`src/rtl/code_tracker_pkg.sv`:
```
// Shared types and constants for the delay-line code tracker.
// Lock detection is built only when CODE_TRACKER_LOCK_DET_EN is defined.
package code_tracker_pkg;

  typedef enum logic {IDLE = 1'b0, TRACK = 1'b1} state_t;

  localparam int CODE_W     = 10;
  localparam int CODE_MAX   = 1023;
  localparam int CODE_RESET = 512;

`ifdef CODE_TRACKER_LOCK_DET_EN
  localparam bit LOCK_DET_EN = 1'b1;
`else
  localparam bit LOCK_DET_EN = 1'b0;
`endif

endpackage

```
`src/rtl/code_tracker_ud_filter.sv`:
```
// Up/down vote filter: a signed accumulator that emits a one-cycle step pulse
// and restarts from zero whenever the running vote reaches +/-FILT_LEN.
module ud_filter #(
  parameter int FILT_LEN = 4
) (
  input  logic clk,
  input  logic srst,
  input  logic clr,
  input  logic vote_en,
  input  logic vote_up,
  output logic step_up,
  output logic step_dn
);

  localparam logic signed [4:0] THR_POS = 5'(FILT_LEN);
  localparam logic signed [4:0] THR_NEG = -THR_POS;

  logic signed [4:0] acc_reg;
  logic signed [4:0] acc_sum;

  // Steps are decided from the post-vote value so the code moves on the same edge.
  always_comb begin
    acc_sum = vote_up ? (acc_reg + 5'sd1) : (acc_reg - 5'sd1);
    step_up = vote_en && (acc_sum == THR_POS);
    step_dn = vote_en && (acc_sum == THR_NEG);
  end

  always_ff @(posedge clk) begin
    if (srst || clr) begin
      acc_reg <= '0;
    end else if (vote_en) begin
      acc_reg <= (step_up || step_dn) ? 5'sd0 : acc_sum;
    end
  end

endmodule

```
`src/rtl/code_tracker.sv`:
```
// Delay-line code tracker: loads the SAR result, then nudges the code from
// filtered PD votes. Lock detection is present only with CODE_TRACKER_LOCK_DET_EN.
module code_tracker
  import code_tracker_pkg::*;
#(
  parameter int FILT_LEN = 4,
  parameter int LOCK_CNT = 16
) (
  input  logic              CLK_exit,
  input  logic              rst,
  input  logic              SAR_done,
  input  logic [CODE_W-1:0] SAR_Q,
  input  logic              COMP,
  input  logic              COMP_valid,
  input  logic              Freeze,
  output logic [CODE_W-1:0] Code,
  output logic              Track_en,
  output logic              Lock,
  output logic              Ovf
);

  localparam logic [CODE_W-1:0] CODE_MAX_C   = CODE_W'(CODE_MAX);
  localparam logic [CODE_W-1:0] CODE_RESET_C = CODE_W'(CODE_RESET);

  if (FILT_LEN < 2 || FILT_LEN > 15) begin : g_bad_filt_len
    $error("code_tracker: FILT_LEN must be within 2..15");
  end
  if (LOCK_CNT < 2 || LOCK_CNT > 255) begin : g_bad_lock_cnt
    $error("code_tracker: LOCK_CNT must be within 2..255");
  end

  state_t            state_reg, state_next;
  logic [CODE_W-1:0] code_reg;
  logic              ovf_reg;
  logic              vote_en, step_up, step_dn;

  always_comb begin
    state_next = state_reg;
    if (SAR_done) state_next = TRACK;
  end

  always_ff @(posedge CLK_exit) begin
    if (rst) state_reg <= IDLE;
    else     state_reg <= state_next;
  end

  assign Track_en = (state_reg == TRACK);

  // A load in the same cycle swallows the strobe.
  assign vote_en = Track_en && COMP_valid && !Freeze && !SAR_done;

  ud_filter #(.FILT_LEN(FILT_LEN)) u_filter (
    .clk     (CLK_exit),
    .srst    (rst),
    .clr     (SAR_done),
    .vote_en (vote_en),
    .vote_up (COMP),
    .step_up (step_up),
    .step_dn (step_dn)
  );

  always_ff @(posedge CLK_exit) begin
    if (rst) begin
      code_reg <= CODE_RESET_C;
      ovf_reg  <= 1'b0;
    end else if (SAR_done) begin
      code_reg <= SAR_Q;
      ovf_reg  <= 1'b0;
    end else if (step_up) begin
      if (code_reg == CODE_MAX_C) ovf_reg  <= 1'b1;
      else                        code_reg <= code_reg + 10'd1;
    end else if (step_dn) begin
      if (code_reg == '0) ovf_reg  <= 1'b1;
      else                code_reg <= code_reg - 10'd1;
    end
  end

  assign Code = code_reg;
  assign Ovf  = ovf_reg;

`ifdef CODE_TRACKER_LOCK_DET_EN
  localparam logic [7:0] LOCK_CNT_C = 8'(LOCK_CNT);

  logic [7:0] lock_cnt_reg;
  logic       lock_reg;
  logic       last_valid_reg;
  logic       last_up_reg;

  // Step history restarts at lock so only post-lock steps can drop it.
  always_ff @(posedge CLK_exit) begin
    if (rst || SAR_done) begin
      lock_cnt_reg   <= '0;
      lock_reg       <= 1'b0;
      last_valid_reg <= 1'b0;
      last_up_reg    <= 1'b0;
    end else if (step_up || step_dn) begin
      lock_cnt_reg   <= '0;
      if (lock_reg && last_valid_reg && (last_up_reg == step_up)) lock_reg <= 1'b0;
      last_valid_reg <= 1'b1;
      last_up_reg    <= step_up;
    end else if (vote_en && (lock_cnt_reg != LOCK_CNT_C)) begin
      lock_cnt_reg <= lock_cnt_reg + 8'd1;
      if ((lock_cnt_reg + 8'd1) == LOCK_CNT_C) begin
        lock_reg       <= 1'b1;
        last_valid_reg <= 1'b0;
      end
    end
  end

  assign Lock = lock_reg;
`else
  assign Lock = 1'b0;
`endif

endmodule
```
`config.mk`:
```
export PLATFORM = sky130hd
export DESIGN_NAME = code_tracker
export DESIGN_NICKNAME = d
export VERILOG_FILES = /design/src/rtl/code_tracker_pkg.sv /design/src/rtl/code_tracker_ud_filter.sv /design/src/rtl/code_tracker.sv
export SDC_FILE = /design/constraint.sdc
export NUM_CORES = 1
export LEC_CHECK = 0
export CORE_MARGIN = 3
export CORE_UTILIZATION = 40
export CTS_BUF_LIST = sky130_fd_sc_hd__clkbuf_4 sky130_fd_sc_hd__clkbuf_8
export CTS_CLUSTER_DIAMETER = 120
export DETAILED_ROUTE_END_ITERATION = 8
export PLACE_DENSITY = 0.68
export SYNTH_ARGS = -nofsm -noshare
export SYNTH_HDL_FRONTEND = slang
export SYNTH_SLANG_ARGS = --single-unit
```
`constraint.sdc`:
```
create_clock -name CLK_exit -period 11.9 [get_ports CLK_exit]
set_input_delay 1.785 -clock CLK_exit [delete_from_list [all_inputs] [get_ports CLK_exit]]
set_output_delay 1.785 -clock CLK_exit [all_outputs]
set_load 0.03 [all_outputs]
```
* Yosys cells after proc, flatten, opt, wreduce, memory -nomap -nowiden
Cells that the tools add are included.
** Operators by class
- Div/mod/pow operators :: 0
- Reduce and logical (&&, ||, !) cells :: 16
- Shift operators :: 0
- $add $sub $neg :: 4
- Multiplexer cells :: 11
- Multipliers :: 0
- Magnitude comparators :: 0
- Bitwise operators :: 0
- Equality and inequality tests :: 6
** Operators with widths (count)
- two-way mux 10 bit :: 5
- adder 10 x 1 -> 10 bit, second input constant :: 1
- equality test 10 bit, second input constant :: 1
- logical NOT 10 bit :: 1
- two-way mux 5 bit :: 2
- subtractor 10 x 1 -> 10 bit, second input constant :: 1
- AND reduction 3 bit :: 2
- adder 5 x 2 -> 5 bit, second input constant :: 1
- equality test 5 x 3 -> 1 bit, second input constant :: 1
- equality test 5 x 4 -> 1 bit, second input constant :: 1
- logical AND 1 bit :: 5
- subtractor 5 x 2 -> 5 bit, second input constant :: 1
- two-way mux 1 bit :: 4
- nonzero test 2 bit :: 2
- != test 3 x 2 -> 1 bit, second input constant :: 1
- != test 3 bit, second input constant :: 1
- nonzero test 3 bit :: 1
- logical NOT 1 bit :: 2
- logical OR 1 bit :: 2
- != test 2 bit, second input constant :: 1
- OR reduction 2 bit :: 1
** Word-level totals
- Memories kept :: 0
- Output and inout port bits :: 13
- Bits in latches :: 0
- ROM bits :: 0
- Bits in writable memories :: 0
- Bits in registers :: 17
- Word-level logic and storage cells :: 41

* Logic depth before layout (Yosys ltp)
- Depth in word-level cells :: 7
- Mapped depth :: 13

* Modules after synthesis
From an unflattened synthesis, not the netlist that was laid out.
** Unflattened totals
- Cells, all modules :: 173
- Area total of the unflattened synthesis :: 1422.6 µm²
** By module, submodules not included
- code_tracker :: cells an instance 128, instances 1, area each 999.7 µm²
- ud_filter :: cells an instance 45, instances 1, area each 422.9 µm²

* Worst setup path before layout
No wires, ideal clock.
- Path type :: input-to-reg
- Start :: input COMP
- End :: register code_reg[8], in the netlist Code[8]
- Data arrival time :: 4.926 ns
- Path buffers :: 0
- Slack :: 6.886 ns
- Data required time :: 11.812 ns
- Stages on the path :: 13
- Cell sequence :: inv_1 ha_1 and3_4 or3_4 a221oi_4 inv_1 ha_1 a21o_1 a21o_1 and2_1 nor2_1 or4bb_1 a311oi_2
** Between the ends
- Word-level cells in the longest chain between the ends :: 5
- Elaborated cells between the ends (all ways) :: 11
** Ends and longest elaborated chain
- start: declaration :: RTL line code_tracker.sv:13 : input logic COMP,
- two-way mux 5 bit (*) :: RTL line code_tracker_ud_filter.sv:23 : acc_sum = vote_up ? (acc_reg + 5'sd1) : (acc_reg - 5'sd1);
- equality test 5 x 4 -> 1 bit or equality test 5 x 3 -> 1 bit (tied branches) :: RTL line code_tracker_ud_filter.sv:24, code_tracker_ud_filter.sv:25
- logical AND 1 bit (on tied branches) :: RTL line code_tracker_ud_filter.sv:24, code_tracker_ud_filter.sv:25
- != test 3 x 2 -> 1 bit (no source line), or another cell as far along
- AND reduction 3 bit (no source line) or two-way mux 10 bit (tied branches)
- end signal: assignment :: RTL line code_tracker.sv:71 : else code_reg <= code_reg + 10'd1;
- end signal: assignment :: RTL line code_tracker.sv:74 : else code_reg <= code_reg - 10'd1;
- end: declaration :: RTL line code_tracker.sv:33 : logic [CODE_W-1:0] code_reg;
Every way passes the cells marked *; elsewhere a longest branch is shown, timed or not.
A chain may end at the register's enable or synchronous reset.

* Worst setup path in the final report
- Start :: input SAR_done
- End :: register code_reg[8], in the netlist Code[8]
** Between the ends
- Word-level cells in the longest chain between the ends :: 5
- Elaborated cells between the ends (all ways) :: 10
** Ends and longest elaborated chain
- start: declaration :: RTL line code_tracker.sv:11 : input logic SAR_done,
- logical NOT 1 bit :: RTL line code_tracker.sv:50 : assign vote_en = Track_en && COMP_valid && !Freeze && !SAR_done;
- logical AND 1 bit :: RTL line code_tracker.sv:50
- logical AND 1 bit (on tied branches) :: RTL line code_tracker_ud_filter.sv:24, code_tracker_ud_filter.sv:25
- != test 3 x 2 -> 1 bit (no source line), or another cell as far along
- AND reduction 3 bit (no source line) or two-way mux 10 bit (tied branches)
Parallel ways exist; a longest one is shown, timed or not.

==> out/metrics.yaml <==
synthCells: 172
synth_edf_count: 0
grt_use_total_pct: 17.62
clkSinkCount: 17
synth-main-ff-cell: "dfxtp_1"
avgViaCountPerCell: 5.743
critPathKind: "in -> reg"
clkPwrFrac_pct: 21.4
synthesis.area_sq_um: 1459
diodes: 0
fmax_ghz: 0.1767
clockBufferDepth: 2
place_area_sq_um: 1744
synth_fp_nets: 202
firstDrtPassIters: 4
grt-ovfl-total: 0
min_period_over_period_pct: 47.56
grt_pass1_wl_um: 6120
drive_gt1_share_pct: 9.231
peakVddDrop_v: 0.00005658
worst_pin_slew_ns: 0.9598
total_power_w: 0.0001616
tns_ns: 0
min_path_type: "reg -> reg"
ys_seq_elements: 17
arrival_ns: 5.88
drt_wl_total_um: 3648
portBuffers: 27
seqPwrFrac_pct: 40.4
final-setup-viol-count: 0
cts_buffers: 3
ios: 29
initial_core_util_pct: 42.71
crit_path_end_kind: "flop"
core_region_area_sq_um: 3416
nets: 226
grt_max_degree: 31
p_int_w: 0.0001013
htreeDepth: 1
synth.avg_cell_area_sq_um: 8.482
gp_congestion: 0.9054
final_cells: 241
die-area_sq_um: 4408
min_period_ns: 5.660
cts.repair.resized: 0
switching_share_pct: 37.33
vias: 1384
rsz0062_at_grt: "false"
largest_reg_flops: 10
p_switching_w: 0.00006033
async_flop_share_pct: 0
max_slew_margin_pct: 35.81
dp_hpwl_um: 2745
stdcell_area_sq_um: 1772
grt_antenna_before_repair: 0
rrSetupSlack_ns: 8.12
worst_setup_path_start_kind: "input pin"
layout_common_cells: "27 x clkdlybuf4s50_1, 20 x nor2_1, 17 x dfxtp_1"
fin_skew_ns: 0.004897
routedWlPerCell_um: 15.14
die_w_um: 66.39
maxSlewViolCount: 0
path_max_fanout: 30
outcome: "finished, final reports clean"
root_buffer: "clkbuf_4"
layout_commonest_cell: "clkdlybuf4s50_1"
yosysWarnings: 0
powerDensity_nw_per_um2: 91.22
path_clk_slew_ns: 0.11
hold_buffers: 0
dp_cells: 237
drc: 0
cap_violations: 0
clock_latency_ns: 0.31
synthToLayoutAreaGrowth_pct: 21.44
post_cts_buffers: 0
final_core_util_pct: 51.87
ant_nets: 0
grt_pass1_vias: 1372
rows: 21
die_y_um: 66.39
final_hold_viol_count: 0
leakage_nw: 0.6828
comb_power_share_pct: 38.2
synth.distinct_cells: 50
cts_tree: "built"
synth-seq-area-share_pct: 23.33
cp_data_required_time_ns: 12.12
drt_iter0_markers: 63
[final cells by class]
type,instances,area (sq um)
sequential,17,340.3
clock buffer,3,22.52
timing repair buffer,27,270.3
multi-input combinational,139,1046
inverter,8,30.03
clock inverter,1,5.005
tap,46,57.56
fill,330,1644
[metrics by stage]
step / setup slack (ns) / hold slack [ns]
after global routing: 5.872 / 0.4790
after floorplan: 6.886 / 0.4400
after CTS: 6.274 / 0.4718
final: 6.240 / 0.4625
after detailed placement: 5.968 / 0.4558
after global placement: 6.129 / 0.4371
[critical path, stage by stage]
cell	delay (ns)
clkdlybuf4s50_1	0.91
and4bb_1	0.57
nand3_1	0.22
a221oi_4	0.34
inv_1	0.24
ha_1	0.38
nor2b_1	0.19
o21ai_1	0.10
a21oi_1	0.30
nor4_1	0.09
or4bb_1	0.49
a311oi_2	0.27
[cell families after synthesis]
kind of cell / after synthesis / synth area share (%)
AO/OA/AOI/OAI: 46 / 26.16
AND/OR/NAND/NOR: 70 / 27.19
buffers and inverters: 16 / 4.974
XOR/XNOR: 5 / 3.002
adder cells (fa/ha/maj): 14 / 13.04
other: 1 / 0.2570
multiplexers: 3 / 2.058
flip-flops: 17 / 23.33
[metal layers]
metal / vias up / track usage, % / routed length, um
li1: 686 / - / -
met1: 641 / 22.75 / 1717
met2: 47 / 29.00 / 1661
met3: 10 / 2.891 / 197
met4: 0 / 6.853 / 72
met5: - / 0 / 0
[power by group through the flow]
stage	combinational (W)	clock, W	sequential (W)
floorplan	0.0000372	0	0.0000715
global placement	0.0000601	0	0.0000663
detailed placement	0.0000611	0	0.0000665
CTS	0.0000615	0.0000348	0.0000653
global route	0.0000675	0.0000371	0.0000660
finish	0.0000617	0.0000346	0.0000653
[cells in the mapped netlist, drive strengths merged (2+ instances only)]
cell type	count	area, sq um
fa	2	40.04
nor3b	4	30.03
a21o	7	52.55
dfxtp	17	340.3
ha	12	150.1
nand2	9	33.78
xor2	3	26.28
and3	3	23.77
o21bai	2	15.01
or3	2	17.52
nor4b	2	17.52
a211oi	6	65.06
a311oi	4	60.06
a221oi	2	35.04
a21oi	13	65.06
buf	5	31.28
nor2b	4	25.02
nand4	3	18.77
or2	2	12.51
inv	8	30.03
nor4	4	25.02
a41oi	2	17.52
a31oi	2	12.51
a22oi	2	15.01
nor3	3	15.01
clkbuf	3	11.26
mux2i	3	30.03
xnor2	2	17.52
nand3	6	30.03
and2	2	12.51
nor2	20	75.07
o21ai	3	15.01
[final timing paths]
kind	endpoint	cells after the start	startpoint
worst min-delay path	Ovf	2	Ovf
worst max register to register	Code[8]	12	u_filter.acc_reg[2]
worst max-delay path	Code[8]	12	SAR_done
worst min register to register	Ovf	2	Ovf
Note: power is estimated with default switching activity, not from simulation.
